File: config.mk
export PLATFORM = sky130hd
export DESIGN_NAME = t_toggle_hs_rx
export DESIGN_NICKNAME = d
export VERILOG_FILES = /design/src/rtl/t_toggle_hs_rx.sv
export SDC_FILE = /design/constraint.sdc
export NUM_CORES = 1
export LEC_CHECK = 0
export CAP_MARGIN = 30
export CORE_MARGIN = 8
export CORE_UTILIZATION = 36
export DETAILED_ROUTE_END_ITERATION = 10
export GPL_ROUTABILITY_DRIVEN = 0
export PLACE_DENSITY = 0.84
export SYNTH_ARGS = -nofsm -noshare
export SYNTH_HDL_FRONTEND = slang
export SYNTH_SLANG_ARGS = --single-unit
File: constraint.sdc
create_clock -name clk -period 1.3 [get_ports clk]
set_input_delay 0.26 -clock clk [delete_from_list [all_inputs] [get_ports clk]]
set_output_delay 0.26 -clock clk [all_outputs]
set_load 0.1 [all_outputs]
File: src/rtl/t_toggle_hs_rx.sv
// Receiving end of a two-phase (toggle) handshake: synchronises req_tgl, captures one word per toggle,
// offers it on a valid/ready port and toggles ack_tgl when it is consumed. Option macro: T_TOGGLE_HS_RX_COUNT_EN.
module t_toggle_hs_rx #(
  parameter int DATA_W      = 8,
  parameter int SYNC_STAGES = 2
) (
  input  logic              clk,
  input  logic              rst_n,
  input  logic              req_tgl,
  input  logic [DATA_W-1:0] req_data,
  output logic              ack_tgl,
  output logic [DATA_W-1:0] out_data,
  output logic              out_valid,
  input  logic              out_ready,
  output logic [15:0]       xfer_count,
  output logic              proto_err,
  output logic              dbg_state
);

  // Handshake: a word moves to the consumer on every rising clk edge where out_valid && out_ready;
  // out_valid never drops and out_data never changes until that edge.
  typedef enum logic {
    IDLE = 1'b0,
    HOLD = 1'b1
  } state_e;

  state_e              state_q, state_d;
  logic [SYNC_STAGES-1:0] sync_q, sync_d;
  logic                req_q, req_d;
  logic                ack_q, ack_d;
  logic                valid_q, valid_d;
  logic [DATA_W-1:0]   data_q, data_d;
  logic                err_q, err_d;
  logic                req_s;
  logic                req_edge;
  logic                pending;

  assign req_s    = sync_q[SYNC_STAGES-1];
  assign req_edge = req_s ^ req_q;
  assign pending  = req_s ^ ack_q;

  always_comb begin
    sync_d  = {sync_q[SYNC_STAGES-2:0], req_tgl};
    req_d   = req_s;
    state_d = state_q;
    ack_d   = ack_q;
    valid_d = valid_q;
    data_d  = data_q;
    // A new toggle while a word is still held means the sender did not wait for the ack.
    err_d   = err_q | ((state_q == HOLD) && req_edge);
    case (state_q)
      IDLE: begin
        if (pending) begin
          data_d  = req_data;
          valid_d = 1'b1;
          state_d = HOLD;
        end
      end
      HOLD: begin
        if (out_ready) begin
          valid_d = 1'b0;
          ack_d   = ~ack_q;
          state_d = IDLE;
        end
      end
      default: state_d = IDLE;
    endcase
  end

  always_ff @(posedge clk) begin
    if (!rst_n) begin
      sync_q  <= '0;
      req_q   <= 1'b0;
      state_q <= IDLE;
      ack_q   <= 1'b0;
      valid_q <= 1'b0;
      data_q  <= '0;
      err_q   <= 1'b0;
    end else begin
      sync_q  <= sync_d;
      req_q   <= req_d;
      state_q <= state_d;
      ack_q   <= ack_d;
      valid_q <= valid_d;
      data_q  <= data_d;
      err_q   <= err_d;
    end
  end

`ifdef T_TOGGLE_HS_RX_COUNT_EN
  logic        hs_done;
  logic [15:0] cnt_q, cnt_d;

  assign hs_done = (state_q == HOLD) && out_ready;

  always_comb begin
    cnt_d = cnt_q;
    if (hs_done) cnt_d = cnt_q + 16'd1;
  end

  always_ff @(posedge clk) begin
    if (!rst_n) cnt_q <= '0;
    else        cnt_q <= cnt_d;
  end

  assign xfer_count = cnt_q;
`else
  assign xfer_count = 16'd0;
`endif

  assign ack_tgl   = ack_q;
  assign out_data  = data_q;
  assign out_valid = valid_q;
  assign proto_err = err_q;
  assign dbg_state = state_q;

endmodule

Word-level counts from Yosys, hierarchy flattened. Cells that the tools add are included.

Register bits: 15. Latch bits: 0. RAM bits: 0. Bits in read-only memories: 0. Input bits: 12. Word-level logic and storage cells: 24. Memories: 0.

$add $sub $neg: 0. Multiply operators: 0. Divide/modulo/power cells: 0. Magnitude comparators: 0. Equal/unequal tests: 2. Shifts and indexed selects: 0. Mux-type cells: 6. Bitwise operators: 5. Reduce and logical (&&, ||, !) cells: 4.

Operators by type and width (number): AND reduction 2 bit (3); 2-to-1 mux 1 bit (4); != test 2 bit, second input constant (2); case mux 1 bit (2 select lines) (2); NOT 1 bit (2); bitwise XOR 1 bit (2); logical AND 1 bit (1); OR 1 bit (1).

Depth between registers and ports, before layout.
Depth after elaboration: 3. Mapped depth: 4. Gate-level depth less buffers: 3.

Worst setup path before layout. Ideal clock, no wire load.

Path kind: register to register. Start point: register ack_q (netlist: ack_tgl). End point: register valid_q (netlist: out_valid). Library setup time: 0.115 ns. Data arrival time: 1.647 ns. Path slack: -0.462 ns. Stages on the path, launching flop included: 5. Clock period less this slack: 1.762 ns. Path through: dfxtp_1 xor2_1 and2b_1 buf_6 o21a_1.

Cells in the longest elaborated chain, start to end: 3.

Ends and longest elaborated chain: start: declaration (line 30) `logic ack_q, ack_d;`; start signal: assignment (line 83) `ack_q <= ack_d;`; bitwise XOR 1 bit (line 40) `assign pending = req_s ^ ack_q;`; != test 2 bit (no source line); AND reduction 2 bit (no source line); end signal: assignment (line 84) `valid_q <= valid_d;`; end: declaration (line 31) `logic valid_q, valid_d;`.

Every way passes these cells. A chain may end at the register's enable or synchronous reset.

Final worst setup path.
Start point: register sync_q[1]. End point: register data_q[1] (netlist: out_data[1]).

Cells in the longest elaborated chain, start to end: 2.

Ends and longest elaborated chain: start: declaration (line 28) `logic [SYNC_STAGES-1:0] sync_q, sync_d;`; start signal: assignment (line 80) `sync_q <= sync_d;`; bitwise XOR 1 bit (line 40); AND reduction 2 bit (no source line); end signal: assignment (line 85) `data_q <= data_d;`; end: declaration (line 32) `logic [DATA_W-1:0] data_q, data_d;`.

Every way passes these cells.

==> metrics <==
status=complete, no violations; Critical Setup Path Class=reg2reg; synthesized instance count=73; clk_skew=around 0.0065 ns; Net Sw Frac=a little under half; most common cell after layout, fill and taps aside=nand2_1; final hold slack=0.443 ns; CP max-delay cell=dfxtp_1; Starting Density=between 30% and 40%; io pins=40; PortBufs=23; std cell rows=15; first-pass GRT wire length=~2500 um; Area Overhead vs Synth=54.4%; Int Power=790 uW; sequential share of the synthesized area=44.1%; clk_lat worst skew=roughly 0.28 ns; Crit Path Max Fanout=9; CTS buffer count=3; CTS tree=yes; DRC=0; CP Cell Sequence=xor2_1 -> and2b_1 -> buf_12 -> mux2i_1; routed wire length=~1600 um; Tcrit/Tclk final=about nine tenths; flops & latches, synth=15; top cells by area, synth=dfxtp_1 44%, buf_4 18%, mux2i_1 12%; Seq pwr share=~37%; Max-Cap Viols=0; Layout fillers=151; mapped cell area=between 600 and 700 um^2; Total Nets Final=between 100 and 150; # hold bufs at CTS=0; Vias=489; width of the die=~59 um; post-route ant nets=0; Psw=roughly 650 uW; PD cells=between 1000 and 1500 nW/um^2; cell taking the most area after synthesis=dfxtp_1; postcts setup bufs=0; Synth cell types=15; Synth top area share=roughly 44%; post-detail-place hpwl=1320 um; HP Class=reg2reg; total track usage=about a tenth; Iter 0 DRT Violations=2; yosys warns=0; crit end category=flop; Lkg Pwr=between 0.4 and 0.5 nW; vias per cell=between 3 and 4; fmax=about 0.85 GHz; WL/cell=between 10 and 15 um; Final Max Tran Viols=0; most frequent cells in the layout=17 x nand2_1, 16 x conb_1, 13 x buf_12; Util after Layout=60.2%; Comb pwr share=a little under half; minimum clock period=1.18 ns; initial antenna violation count=0; final setup violation count=0; largest net degree at the start of global routing=17; Die Y=59.5 um; clk slew on worst S/H paths=0.09 ns; drt first pass iters=3; slowest cell delay on critical path=around 0.38 ns; setup TNS=0 ns; clock share of power=roughly 18%; clk buf depth=2; final hold vios=0; Worst VDD drop=0.000804 V; remaining global-route overflow=0; syn_area_per_cell=9.32 um^2; clk sink count=15; core footprint=~1700 um^2; vias in the first global route=552; CP startpoint kind=flop; die area=3540 um^2; Root Driver=clkbuf_4; CTS resizes=0; Worst Path Required=approximately 1.5 ns; RSZ-0062 raised after global routing=false; CP Data Arrival Time=between 1 and 1.5 ns; Max H-tree Level=1; # diodes=0; layout cells sized above 1=roughly 22%
## layout make-up
cell class	instances	area (um^2)	share of cell area (%)
clock inverter	1	5.00	0.476
clock buffer	3	22.5	2.14
timing repair buffer	26	385	36.7
tap	25	31.3	2.98
multi-input combinational	54	298	28.3
sequential	15	309	29.4
## state kept, by name, summed over array words and instances (netlist names)
register	count
ack_tgl	1
proto_err	1
out_data	8
dbg_state	1
req_q	1
out_valid	1
sync_q	2
## synthesized netlist by cell type
| library cell | number |
|---|---|
| conb_1 | 1 |
| and2b_1 | 1 |
| o211a_1 | 1 |
| xnor2_1 | 1 |
| clkbuf_1 | 2 |
| nor2b_1 | 1 |
| mux2i_1 | 8 |
| o21a_1 | 1 |
| xor2_1 | 2 |
| buf_4 | 16 |
| dfxtp_1 | 15 |
| a21oi_1 | 1 |
| nand2_1 | 17 |
| buf_6 | 1 |
| and2_1 | 5 |
## kinds of logic (layout without fill, tap and decap cells)
logic type	after synthesis	after routing	share of synthesized area, %
and+or+nand+nor	24	24	16.0
DFF	15	15	44.1
muxes	8	8	11.8
xor gates and xnor gates	3	3	3.86
other	1	16	0.551
buffers and inverters	19	30	20.4
AOI/OAI and AO/OA	3	3	3.31
## power by group through the flow
stage / combinational [mW] / clock (mW) / sequential (mW)
global placement: 0.643 / 0 / 0.536
floorplan: 0.312 / 0 / 0.720
CTS: 0.653 / 0.274 / 0.528
detailed placement: 0.651 / 0 / 0.539
global route: 0.671 / 0.294 / 0.532
finish: 0.651 / 0.265 / 0.528
## critical path: cells and delay by family, from the launching register on
family	cells	cell delay, ns
buffers and inverters	1	0.15
flip-flops	1	0.38
XOR/XNOR	1	0.19
AND/OR/NAND/NOR	1	0.20
multiplexers	1	0.20
## stage by stage
| step | area [um^2] | worst slack, ns | cells | power [mW] |
|---|---|---|---|---|
| after floorplan | 746 | 0.0576 | 88 | 1.03 |
| after global placement | 1020 | 0.0754 | 120 | 1.18 |
| after detailed placement | 1020 | 0.0364 | 120 | 1.19 |
| after CTS | 1050 | 0.0950 | 124 | 1.46 |
| after global routing | 1050 | 0.00383 | 124 | 1.50 |
| final | 1050 | 0.122 | 124 | 1.44 |
## path summary, 6_finish.rpt
path / startpoint / to / slack, ns / cells past startpoint
worst min register to register: sync_q[0]$_SDFF_PN0_ / sync_q[1]$_SDFF_PN0_ / 0.44 / 1
worst max-delay path: sync_q[1]$_SDFF_PN0_ / out_data[1]$_SDFFE_PN0P_ / 0.12 / 4
worst min-delay path: sync_q[0]$_SDFF_PN0_ / sync_q[1]$_SDFF_PN0_ / 0.44 / 1
worst max register to register: sync_q[1]$_SDFF_PN0_ / out_data[1]$_SDFFE_PN0P_ / 0.12 / 4
## per-layer routing
layer  global-route usage, %  share of wire (%)
met2                    16.6                 48
met3                    5.64                 15
met1                    8.71                 37
met5                       0                  0
met4                    3.07                  0
Power figures use the tool's default switching activity.
